**src/rtl/mdio_master_pkg.sv**
```systemverilog
// Shared types, frame constants and the frame-word builder for the Clause 22 MDIO master.
package mdio_pkg;

    typedef enum logic [2:0] {
        ST_IDLE = 3'd0,
        ST_PRE  = 3'd1,
        ST_HDR  = 3'd2,
        ST_TA   = 3'd3,
        ST_DATA = 3'd4,
        ST_END  = 3'd5,
        ST_DONE = 3'd6
    } mdio_state_e;

    localparam logic [1:0] MDIO_ST    = 2'b01;
    localparam logic [1:0] MDIO_OP_WR = 2'b01;
    localparam logic [1:0] MDIO_OP_RD = 2'b10;

    localparam int MDIO_PRE_BITS  = 32;
    localparam int MDIO_HDR_BITS  = 14;
    localparam int MDIO_DATA_BITS = 16;

    // ST..DATA as one 32-bit word; read frames carry ones where the pin is released.
    function automatic logic [31:0] mdio_frame_word(input logic        wr,
                                                    input logic [4:0]  phyad,
                                                    input logic [4:0]  regad,
                                                    input logic [15:0] wdata);
        return {MDIO_ST, (wr ? MDIO_OP_WR : MDIO_OP_RD), phyad, regad,
                (wr ? 2'b10 : 2'b11), (wr ? wdata : 16'hFFFF)};
    endfunction

endpackage

```
**src/rtl/mdio_master_if.sv**
```systemverilog
// Command/response bus of the MDIO master; cmd_nopre exists only with MDIO_PREAMBLE_SUPPRESS_EN.
interface mdio_master_if;
    logic        cmd_valid;
    logic        cmd_ready;
    logic        cmd_write;
    logic [4:0]  cmd_phyad;
    logic [4:0]  cmd_regad;
    logic [15:0] cmd_wdata;
`ifdef MDIO_PREAMBLE_SUPPRESS_EN
    logic        cmd_nopre;
`endif
    logic        rsp_valid;
    logic [15:0] rsp_rdata;
    logic        busy;

    modport slave (
        input  cmd_valid, cmd_write, cmd_phyad, cmd_regad, cmd_wdata,
`ifdef MDIO_PREAMBLE_SUPPRESS_EN
        input  cmd_nopre,
`endif
        output cmd_ready, rsp_valid, rsp_rdata, busy
    );

    modport master (
        output cmd_valid, cmd_write, cmd_phyad, cmd_regad, cmd_wdata,
`ifdef MDIO_PREAMBLE_SUPPRESS_EN
        output cmd_nopre,
`endif
        input  cmd_ready, rsp_valid, rsp_rdata, busy
    );
endinterface

```
**src/rtl/mdio_master_mdc_gen.sv**
```systemverilog
// MDC generator: low for CLK_DIV cycles then high for CLK_DIV cycles while enabled, parked low otherwise.
module mdc_gen #(
    parameter int CLK_DIV = 32
) (
    input  logic clk,
    input  logic reset,
    input  logic en,
    output logic mdc,
    output logic fall,
    output logic sample
);
    localparam int PERIOD = 2 * CLK_DIV;
    localparam int CNT_W  = $clog2(PERIOD);

    logic [CNT_W-1:0] cnt_q, cnt_d;
    logic             mdc_q, mdc_d;
    logic             last_s;

    // Position within the bit period and the registered MDC level that follows it.
    always_comb begin
        cnt_d = cnt_q;
        if (en) begin
            if (cnt_q == CNT_W'(PERIOD - 1)) begin
                cnt_d = {CNT_W{1'b0}};
            end else begin
                cnt_d = cnt_q + CNT_W'(1);
            end
        end else begin
            cnt_d = {CNT_W{1'b0}};
        end
        mdc_d = (cnt_d >= CNT_W'(CLK_DIV));
    end

    // Counter and MDC registers.
    always_ff @(posedge clk or posedge reset) begin
        if (reset) begin
            cnt_q <= {CNT_W{1'b0}};
            mdc_q <= 1'b0;
        end else begin
            cnt_q <= cnt_d;
            mdc_q <= mdc_d;
        end
    end

    // Last cycle of the high half: MDC falls on the next cycle and the read bit is sampled now.
    assign last_s = en & (cnt_q == CNT_W'(PERIOD - 1));
    assign fall   = last_s;
    assign sample = last_s;
    assign mdc    = mdc_q;

endmodule

```
**src/rtl/mdio_master.sv**
```systemverilog
// Clause 22 MDIO master: one register read/write per command, read data via rsp_valid strobe.
// Preamble suppression (cmd_nopre) is compiled in with MDIO_PREAMBLE_SUPPRESS_EN.
module mdio_master
    import mdio_pkg::*;
#(
    parameter int CLK_DIV = 32
) (
    input  logic         clk,
    input  logic         reset,
    mdio_master_if.slave bus,
    output logic         mdc,
    input  logic         mdio_i,
    output logic         mdio_o,
    output logic         mdio_t
);
    mdio_state_e state_q, state_d;
    logic [4:0]  bitcnt_q, bitcnt_d;
    logic [31:0] tx_q, tx_d;
    logic [15:0] rx_q, rx_d;
    logic [15:0] rdata_q, rdata_d;
    logic        write_q, write_d;
    logic        mdio_o_q, mdio_o_d;
    logic        mdio_t_q, mdio_t_d;
    logic        rsp_valid_q, rsp_valid_d;
    logic        cmd_ready_q, cmd_ready_d;
    logic        busy_q, busy_d;
    logic        sync1_q, sync2_q;
    logic        nopre_s, gen_en_s, fall_s, sample_s, mdc_s;

`ifdef MDIO_PREAMBLE_SUPPRESS_EN
    assign nopre_s = bus.cmd_nopre;
`else
    assign nopre_s = 1'b0;
`endif

    assign gen_en_s = (state_q == ST_PRE) || (state_q == ST_HDR) || (state_q == ST_TA) ||
                      (state_q == ST_DATA) || (state_q == ST_END);

    mdc_gen #(.CLK_DIV(CLK_DIV)) u_mdc_gen (
        .clk    (clk),
        .reset  (reset),
        .en     (gen_en_s),
        .mdc    (mdc_s),
        .fall   (fall_s),
        .sample (sample_s)
    );

    // Frame sequencing; pin values for the next bit are set at the end of the current one.
    always_comb begin
        state_d     = state_q;
        bitcnt_d    = bitcnt_q;
        tx_d        = tx_q;
        rx_d        = rx_q;
        rdata_d     = rdata_q;
        write_d     = write_q;
        mdio_o_d    = mdio_o_q;
        mdio_t_d    = mdio_t_q;
        rsp_valid_d = 1'b0;
        case (state_q)
            ST_IDLE: begin
                if (bus.cmd_valid && cmd_ready_q) begin
                    write_d  = bus.cmd_write;
                    tx_d     = mdio_frame_word(bus.cmd_write, bus.cmd_phyad, bus.cmd_regad, bus.cmd_wdata);
                    mdio_t_d = 1'b1;
                    if (nopre_s) begin
                        state_d  = ST_HDR;
                        bitcnt_d = 5'(MDIO_HDR_BITS - 1);
                        mdio_o_d = tx_d[31];
                    end else begin
                        state_d  = ST_PRE;
                        bitcnt_d = 5'(MDIO_PRE_BITS - 1);
                        mdio_o_d = 1'b1;
                    end
                end else begin
                    mdio_t_d = 1'b0;
                    mdio_o_d = 1'b1;
                end
            end
            ST_PRE: begin
                if (fall_s) begin
                    if (bitcnt_q == 5'd0) begin
                        state_d  = ST_HDR;
                        bitcnt_d = 5'(MDIO_HDR_BITS - 1);
                        mdio_o_d = tx_q[31];
                    end else begin
                        bitcnt_d = bitcnt_q - 5'd1;
                    end
                end else begin
                    state_d = ST_PRE;
                end
            end
            ST_HDR: begin
                if (fall_s) begin
                    tx_d     = {tx_q[30:0], 1'b0};
                    mdio_o_d = tx_q[30];
                    if (bitcnt_q == 5'd0) begin
                        state_d  = ST_TA;
                        bitcnt_d = 5'd1;
                        mdio_t_d = write_q;
                    end else begin
                        bitcnt_d = bitcnt_q - 5'd1;
                    end
                end else begin
                    state_d = ST_HDR;
                end
            end
            ST_TA: begin
                if (fall_s) begin
                    tx_d     = {tx_q[30:0], 1'b0};
                    mdio_o_d = tx_q[30];
                    if (bitcnt_q == 5'd0) begin
                        state_d  = ST_DATA;
                        bitcnt_d = 5'(MDIO_DATA_BITS - 1);
                    end else begin
                        bitcnt_d = bitcnt_q - 5'd1;
                    end
                end else begin
                    state_d = ST_TA;
                end
            end
            ST_DATA: begin
                if (sample_s && !write_q) begin
                    rx_d = {rx_q[14:0], sync2_q};
                end else begin
                    rx_d = rx_q;
                end
                if (fall_s) begin
                    tx_d = {tx_q[30:0], 1'b0};
                    if (bitcnt_q == 5'd0) begin
                        state_d  = ST_END;
                        mdio_t_d = 1'b0;
                        mdio_o_d = 1'b1;
                    end else begin
                        bitcnt_d = bitcnt_q - 5'd1;
                        mdio_o_d = tx_q[30];
                    end
                end else begin
                    state_d = ST_DATA;
                end
            end
            ST_END: begin
                if (fall_s) begin
                    state_d     = ST_DONE;
                    rsp_valid_d = 1'b1;
                    rdata_d     = write_q ? rdata_q : rx_q;
                end else begin
                    state_d = ST_END;
                end
            end
            ST_DONE: begin
                state_d = ST_IDLE;
            end
            default: begin
                state_d  = ST_IDLE;
                mdio_t_d = 1'b0;
                mdio_o_d = 1'b1;
            end
        endcase
        cmd_ready_d = (state_d == ST_IDLE);
        busy_d      = (state_d != ST_IDLE);
    end

    // State, datapath and registered outputs; mdio_i passes through two flops before use.
    always_ff @(posedge clk or posedge reset) begin
        if (reset) begin
            state_q     <= ST_IDLE;
            bitcnt_q    <= 5'd0;
            tx_q        <= 32'h0000_0000;
            rx_q        <= 16'h0000;
            rdata_q     <= 16'h0000;
            write_q     <= 1'b0;
            mdio_o_q    <= 1'b1;
            mdio_t_q    <= 1'b0;
            rsp_valid_q <= 1'b0;
            cmd_ready_q <= 1'b0;
            busy_q      <= 1'b0;
            sync1_q     <= 1'b1;
            sync2_q     <= 1'b1;
        end else begin
            state_q     <= state_d;
            bitcnt_q    <= bitcnt_d;
            tx_q        <= tx_d;
            rx_q        <= rx_d;
            rdata_q     <= rdata_d;
            write_q     <= write_d;
            mdio_o_q    <= mdio_o_d;
            mdio_t_q    <= mdio_t_d;
            rsp_valid_q <= rsp_valid_d;
            cmd_ready_q <= cmd_ready_d;
            busy_q      <= busy_d;
            sync1_q     <= mdio_i;
            sync2_q     <= sync1_q;
        end
    end

    assign mdc           = mdc_s;
    assign mdio_o        = mdio_o_q;
    assign mdio_t        = mdio_t_q;
    assign bus.cmd_ready = cmd_ready_q;
    assign bus.rsp_valid = rsp_valid_q;
    assign bus.rsp_rdata = rdata_q;
    assign bus.busy      = busy_q;

endmodule

```
**src/flat_wrapper.sv**
```systemverilog
// flat-port wrapper written by rule: the top's interface ports become plain ports
module mdio_master_flat import mdio_pkg::*;
#(
    parameter int CLK_DIV = 32
)
  (clk, reset, mdc, mdio_i, mdio_o, mdio_t, bus_cmd_valid, bus_cmd_write, bus_cmd_phyad, bus_cmd_regad, bus_cmd_wdata, bus_cmd_ready, bus_rsp_valid, bus_rsp_rdata, bus_busy);
  mdio_master_if bus_i ();
  input  logic clk;
  input  logic reset;
  output logic mdc;
  input  logic mdio_i;
  output logic mdio_o;
  output logic mdio_t;
  input wire logic [$bits(bus_i.cmd_valid)-1:0] bus_cmd_valid;
  input wire logic [$bits(bus_i.cmd_write)-1:0] bus_cmd_write;
  input wire logic [$bits(bus_i.cmd_phyad)-1:0] bus_cmd_phyad;
  input wire logic [$bits(bus_i.cmd_regad)-1:0] bus_cmd_regad;
  input wire logic [$bits(bus_i.cmd_wdata)-1:0] bus_cmd_wdata;
  output wire logic [$bits(bus_i.cmd_ready)-1:0] bus_cmd_ready;
  output wire logic [$bits(bus_i.rsp_valid)-1:0] bus_rsp_valid;
  output wire logic [$bits(bus_i.rsp_rdata)-1:0] bus_rsp_rdata;
  output wire logic [$bits(bus_i.busy)-1:0] bus_busy;
  assign bus_i.cmd_valid = bus_cmd_valid;
  assign bus_i.cmd_write = bus_cmd_write;
  assign bus_i.cmd_phyad = bus_cmd_phyad;
  assign bus_i.cmd_regad = bus_cmd_regad;
  assign bus_i.cmd_wdata = bus_cmd_wdata;
  assign bus_cmd_ready = bus_i.cmd_ready;
  assign bus_rsp_valid = bus_i.rsp_valid;
  assign bus_rsp_rdata = bus_i.rsp_rdata;
  assign bus_busy = bus_i.busy;
  mdio_master #(.CLK_DIV(CLK_DIV)) u_core (.clk(clk), .reset(reset), .bus(bus_i), .mdc(mdc), .mdio_i(mdio_i), .mdio_o(mdio_o), .mdio_t(mdio_t));
endmodule
```
**config.mk**
```make
export PLATFORM = sky130hd
export DESIGN_NAME = mdio_master_flat
export DESIGN_NICKNAME = d
export VERILOG_FILES = /design/src/rtl/mdio_master_pkg.sv /design/src/rtl/mdio_master_if.sv /design/src/rtl/mdio_master_mdc_gen.sv /design/src/rtl/mdio_master.sv /design/src/flat_wrapper.sv
export SDC_FILE = /design/constraint.sdc
export NUM_CORES = 1
export LEC_CHECK = 0
export ABC_AREA = 1
export BUFFER_PORTS_ARGS = -buffer_cell sky130_fd_sc_hd__buf_2
export CORE_UTILIZATION = 51
export CTS_CLUSTER_DIAMETER = 100
export DETAILED_ROUTE_END_ITERATION = 7
export HOLD_SLACK_MARGIN = 0.03
export PLACE_DENSITY = 0.78
export RECOVER_POWER = 50
export SYNTH_ARGS = -nofsm -noshare
export SYNTH_HDL_FRONTEND = slang
export SYNTH_SLANG_ARGS = --single-unit
```
**constraint.sdc**
```tcl
create_clock -name clk -period 2.9 [get_ports clk]
set_input_delay 0.58 -clock clk [delete_from_list [all_inputs] [get_ports clk]]
set_output_delay 0.58 -clock clk [all_outputs]
set_load 0.02 [all_outputs]
```
==> summary.txt, run 1 <==
Drt
  • ANT nets after route: 0
  • Routed WL: 7440 um
  • Vias per inst: 5.13
  • DR vias: 3120
  • Drt drc: 0
  • 1st-pass router iterations: 6
  • Metal3 WL: 325 um
  • Met1 wire length: 3570 um
  • Routed wire length per instance: 12.2 um
  • DR top layer: met4
  • DR iter-0 viols: 217
  • WL met2: 3440 um

Synth
  • Synth area leaders: dfrtp_1, nand2_1, inv_1
  • Synth async-reset ratio: 100%
  • Sequential share of the synthesized area: 53.4%
  • Largest area contributor in the netlist: dfrtp_1
  • Total of warnings raised by yosys: 0
  • Post-Syn Area: 4080 um^2
  • Synth Instances: 456
  • Net count after synthesis: 490
  • Post-synth EDFFs: 0
  • Synth cell types: 32
  • Seq cells post-synth: 87
  • Synth Area per Inst: 8.95 um^2
  • Top FF cell, synth: dfrtp_1
  • Post-synth top area share: 51.5%

Finish
  • Layout fillers: 672
  • # diodes: 0
  • Nets: 535
  • Final design instance area without fill: 4520 um^2
  • Layout cells sized above 1: 21.5%
  • Most frequent cells in the layout: nand2_1, dfrtp_1, buf_2
  • Area delta synth->final: 10.7%
  • Multi-input logic area: 1560 um^2
  • Register area: 2180 um^2
  • Commonest non-fill, non-tap cell in the layout: nand2_1
  • Final std cells w/o fill: 608
  • Final Util: 58.5%

Status
  • Outcome: finished with violations
  • Failing checks: max-capacitance violations, max-slew violations

Die
  • Rows: 32
  • Effective utilization at floorplan: 52.8%
  • Die height: 91.5 um
  • I/O Pins: 53
  • Die Width: 91.5 um
  • Core area: 7730 um^2
  • Die ar.: 8360 um^2

Placement
  • Routability cong.: 0.925
  • IO buf count: 52
  • Inst Count DP: 592
  • DP Wirelength: 5090 um
  • Post-DP Area: 4350 um^2
  • Placement Setup Slack: 660 ps

Worst setup path
  • RR Endpoint: u_core.tx_q[28]$_DFFE_PP0P_
  • Worst r2r src: u_core.u_mdc_gen.cnt_q[0]$_DFF_PP0_
  • WP data arrival: 2480 ps
  • Crit. End Element: flip-flop
  • Cells on worst reg2reg path: 8
  • Worst-path fanout max: 61
  • Worst Path Required: 3140 ps
  • CP Launch Type: flip-flop
  • Critical Path End: u_core.tx_q[28]$_DFFE_PP0P_
  • CP Class: reg2reg
  • Setup slack, reg-to-reg: 670 ps
  • Worst setup path startpoint: u_core.u_mdc_gen.cnt_q[0]$_DFF_PP0_

Clocking
  • TritonCTS clock tree: built
  • Worst skew pair latency: 360 ps
  • Setup bufs post-CTS: 0
  • Clk root buf: clkbuf_8
  • Clock buffer count from CTS: 9
  • Hold_buf cts: 0
  • Clock Tree Buf Depth: 2
  • Post-cts resize count: 0
  • # clock sinks: 87
  • H-tree Lvls: 3
  • Register clock-pin slew on the reported worst setup and hold paths: 90 ps

GRT
  • Total gr overflow: 0
  • GRT Total Usage: 19.7%
  • First-pass GRT wire length: 13300 um
  • Vias in the first global route: 3027
  • Largest net degree at the start of global routing: 62
  • Initial antenna violation count: 0

Power and ir drop
  • Max VDD drop: 0.340 mV
  • Pwr Density: 461 nW/um^2
  • Leak pwr: 2.26 nW

Timing
  • Unrepaired setup endpoints after global routing: no
  • Slew Limit Fails: 41
  • Least-Margin Pin Slew: 1770 ps
  • Minimum clock period: 2230 ps
  • Setup Skew: 12.7 ps
  • Final worst slack: 666 ps
  • Final setup vio count: 0
  • Final period util: 77.0%
  • TNS Setup: 0 ps
  • Achievable Freq: 448 MHz
  • Slew headroom: -18.8%
  • Final Hold Viols: 0

Min path
  • Worst hold path class: in2reg

Run
  • Max-cap viol count: 1
-- power breakdown --
group	total (mW)	internal, mW	switching, mW
Sequential	1.21	1.21	0.000323
Combinational	0.0645	0.0248	0.0397
Clock	0.803	0.347	0.456
Total	2.08	1.59	0.496
-- per-stage QoR --
step                      power [mW]  hold slack, ps
after floorplan                 1.27             345
after global placement          1.30             347
after detailed placement        1.31             347
after CTS                       2.10             300
after global routing            2.17             291
final                           2.08             315
-- registers in the layout, indices dropped and copies added, names as in the netlist, 3 cells and up --
signal / flops
u_core.rx_q: 16
u_core.u_mdc_gen.cnt_q: 6
u_core.bus.rsp_rdata: 16
u_core.tx_q: 32
u_core.bitcnt_q: 5
u_core.state_q: 3
-- cell usage after synthesis, types with 3 or more instances --
cell	instances
ha_1	3
nand2_2	5
a21oi_1	8
xor2_1	4
o21ai_2	6
nand2_1	117
buf_2	7
a22oi_1	3
dfrtp_1	84
o21ai_1	29
inv_2	6
nand2_4	3
buf_4	8
nand4_1	3
dfstp_2	3
nand3_1	12
inv_1	41
nor2_1	39
o31ai_2	10
o22ai_1	15
nor3_1	4
o21ai_0	29
buf_6	4
-- cell families after synthesis --
group           after synthesis  share of synthesized area [%]
xor+xnor                      5                           1.07
flops                        87                           53.4
fa+ha+maj                     3                          0.920
simple gates                194                           21.4
compound gates              100                           15.3
buf+inv                      67                           7.88
-- critical path: stages (launching register included) --
cell and delay, ps:
dfrtp_1 390, ha_1 210, nand3_2 130, nor2_4 300, inv_2 140, nand2_2 100
nand3_4 470, inv_1 280, o21ai_0 100
-- worst min-delay path by stage --
stage,cells after the start,to,start
CTS,1,u_core.sync1_q$_DFF_PP1_,mdio_i
floorplan,0,u_core.sync2_q$_DFF_PP1_,u_core.sync1_q$_DFF_PP1_
finish,1,u_core.sync1_q$_DFF_PP1_,mdio_i
detailed placement,0,u_core.sync2_q$_DFF_PP1_,u_core.sync1_q$_DFF_PP1_
global placement,0,u_core.sync2_q$_DFF_PP1_,u_core.sync1_q$_DFF_PP1_
global route,1,u_core.sync1_q$_DFF_PP1_,mdio_i
-- routing by layer --
metal  GRT usage, %  vias up
met5              0        -
met4           6.48        0
met3           5.28       11
met2           31.7       80
met1           25.8     1461
li1               -     1568
-- cell type report --
class / instances / share of cell area, %
multi-input combinational: 302 / 34.6
clock buffer: 10 / 3.05
sequential: 87 / 48.3
inverter: 48 / 4.04
timing repair buffer: 53 / 6.12
clock inverter: 6 / 1.11
tap: 102 / 2.82
No activity file was read; power rests on OpenSTA's default activity.
==> run 2: changes to the inputs <==
clock period = 1.92 ns   (was 2.9 ns; I/O delays follow)
==> run 2 against run 1 <==
Compared with the run above: the flow now finishes without violations; cell count up 1.8%; core utilization increased by 1.9 points; power increased by 56%; design area up 3.3%; sequential power up 52%; first-iteration DRC count is 16% higher; register-to-register slack worse by 580 ps.
==> summary.txt, run 2 (same netlist as run 1, synthesis figures left out) <==
Clocking
  • Worst skew pair latency: 350 ps (about the same)
  • TritonCTS clock tree: built
  • H-tree Lvls: 3 (unchanged)
  • Register clock-pin slew on the reported worst setup and hold paths: 90 ps (about the same)
  • Clock buffer count from CTS: 9 (unchanged)
  • # clock sinks: 87 (unchanged)
  • Clock Tree Buf Depth: 2 (unchanged)
  • Clk root buf: clkbuf_8

Drt
  • 1st-pass router iterations: 4 (-2)
  • Vias per inst: 5.10 (-0.61%)
  • Routed WL: 7880 um (+6.0%)
  • Drt drc: 0 (unchanged)
  • Routed wire length per instance: 12.7 um (+4.1%)
  • ANT nets after route: 0 (unchanged)
  • DR iter-0 viols: 251 (+16%)
  • DR vias: 3157 (+1.2%)

Die
  • Rows: 32 (unchanged)
  • Die Width: 91.5 um (unchanged)
  • Die ar.: 8360 um^2 (unchanged)
  • Die height: 91.5 um (unchanged)
  • Effective utilization at floorplan: 52.8% (unchanged)
  • Core area: 7730 um^2 (unchanged)
  • I/O Pins: 53 (unchanged)

Finish
  • Nets: 546 (+2.1%)
  • Top reg by flops: u_core.tx_q
  • # diodes: 0 (unchanged)
  • Layout cells sized above 1: 23.0% (+1.5 points)
  • Most frequent cells in the layout: nand2_1, dfrtp_1, buf_2
  • Largest register FFs: 32 (unchanged)
  • Multi-input logic area: 1600 um^2 (+2.3%)
  • Layout fillers: 687 (+2.2%)
  • Register area: 2180 um^2 (unchanged)
  • Commonest non-fill, non-tap cell in the layout: nand2_1
  • Area delta synth->final: 14.4%

Timing
  • Minimum clock period: 1830 ps (-402 ps)
  • Unrepaired setup endpoints after global routing: yes
  • Final period util: 95.4% (+18 points)
  • Slew headroom: 23.8% (+43 points)
  • Slew Limit Fails: 0 (-100%)
  • TNS Setup: 0 ps (unchanged)
  • Final Hold Viols: 0 (unchanged)
  • Final setup vio count: 0 (unchanged)
  • Setup Skew: 10.9 ps (-1.85 ps)
  • Least-Margin Pin Slew: 1140 ps (-630 ps)
  • Final worst slack: 87.5 ps (-578 ps)
  • Achievable Freq: 546 MHz (+22%)
  • Hold slack: 133 ps (-182 ps)

Worst setup path
  • Crit. End Element: flip-flop
  • WP data arrival: 2040 ps (-440 ps)
  • CP max stage delay: 380 ps (-90 ps)
  • CP top delay family: simple AND/OR/NAND/NOR gates
  • Worst-path fanout max: 37 (-39%)
  • CP Class: reg2reg
  • Worst-path cell chain: ha_1, nand3_2, nor2_4, inv_2, nand2_2, nand3_4, buf_4, nand2_1, o21ai_0
  • CP bufs+invs: 2 (unchanged)
  • Slowest-stage cell, CP: dfrtp_1
  • Worst Path Required: 2130 ps (-1010 ps)
  • CP Launch Type: flip-flop

GRT
  • Total gr overflow: 0 (unchanged)
  • Largest net degree at the start of global routing: 88 (+42%)
  • Initial antenna violation count: 0 (unchanged)
  • Vias in the first global route: 2939 (-2.9%)
  • GRT Total Usage: 19.6% (-0.062 points)
  • First-pass GRT wire length: 13200 um (-0.57%)

Status
  • Outcome: finished, final reports clean

Placement
  • Placement Setup Slack: 131 ps (-529 ps)
  • DP Wirelength: 5200 um (+2.2%)
  • IO buf count: 52 (unchanged)
  • Routability cong.: 0.892 (-3.6%)

Power and ir drop
  • Pwr Density: 694 nW/um^2 (+51%)
  • Max VDD drop: 0.449 mV (+32%)
  • Total power: 3.24 mW (+56%)
  • Leak pwr: 2.32 nW (+2.9%)

Min path
  • Worst hold path class: in2reg

Run
  • Max-cap viol count: 0 (-1)
run 2: cell types whose count changed in the layout (fill, tap and decap cells not counted), sizes merged:
cell,change
buf,+6
bufinv,+1
clkbuf,+3
clkinv,+1
clkinvlp,-1
nand4,+1
run 2: power by group:
part	total (mW)	switching (mW)	internal (mW)
Sequential	1.84	0.000540	1.83
Clock	1.31	0.692	0.618
Combinational	0.0933	0.0594	0.0339
Total	3.24	0.752	2.49
run 2: cell type report:
class / instances / share of cell area, %
Inverter: 48 / 3.97
Timing Repair Buffer: 63 / 7.99
Multi-Input combinational cell: 303 / 34.3
Clock inverter: 7 / 1.66
Tap cell: 102 / 2.73
Sequential cell: 87 / 46.7
Clock buffer: 9 / 2.65
run 2: through the flow:
stage	utilization (%)	cell area [um^2]	cells
after CTS	60.1	4640	615
after global placement	57.5	4440	599
final	60.4	4670	619
after global routing	60.4	4670	619
after floorplan	-	4090	456
after detailed placement	57.5	4440	599
run 2: path summary, 6_finish.rpt:
kind	from	endpoint	slack (ps)	depth (start not counted)
min reg2reg	u_core.sync1_q$_DFF_PP1_	u_core.sync2_q$_DFF_PP1_	360	0
max in group asynchronous	reset	u_core.tx_q[17]$_DFFE_PP0P_	770	3
min	mdio_i	u_core.sync1_q$_DFF_PP1_	130	1
max	u_core.u_mdc_gen.cnt_q[0]$_DFF_PP0_	u_core.tx_q[13]$_DFFE_PP0P_	90	9
min in group asynchronous	reset	u_core.tx_q[21]$_DFFE_PP0P_	430	3
max reg2reg	u_core.u_mdc_gen.cnt_q[0]$_DFF_PP0_	u_core.tx_q[13]$_DFFE_PP0P_	90	9
run 2: repair_timing:
item                                    CTS  global route
endpoints found under the setup margin    0             5
setup buffers                             0             3
resized for setup                         0             1
hold buffers                              0             0
run 2: routing by layer:
layer | global-route usage, % | part of all wire (%)
met1 | 26.7 | 47
met2 | 31.4 | 47
met3 | 4.86 | 4.5
met4 | 5.29 | 1.4
met5 | 0 | 0
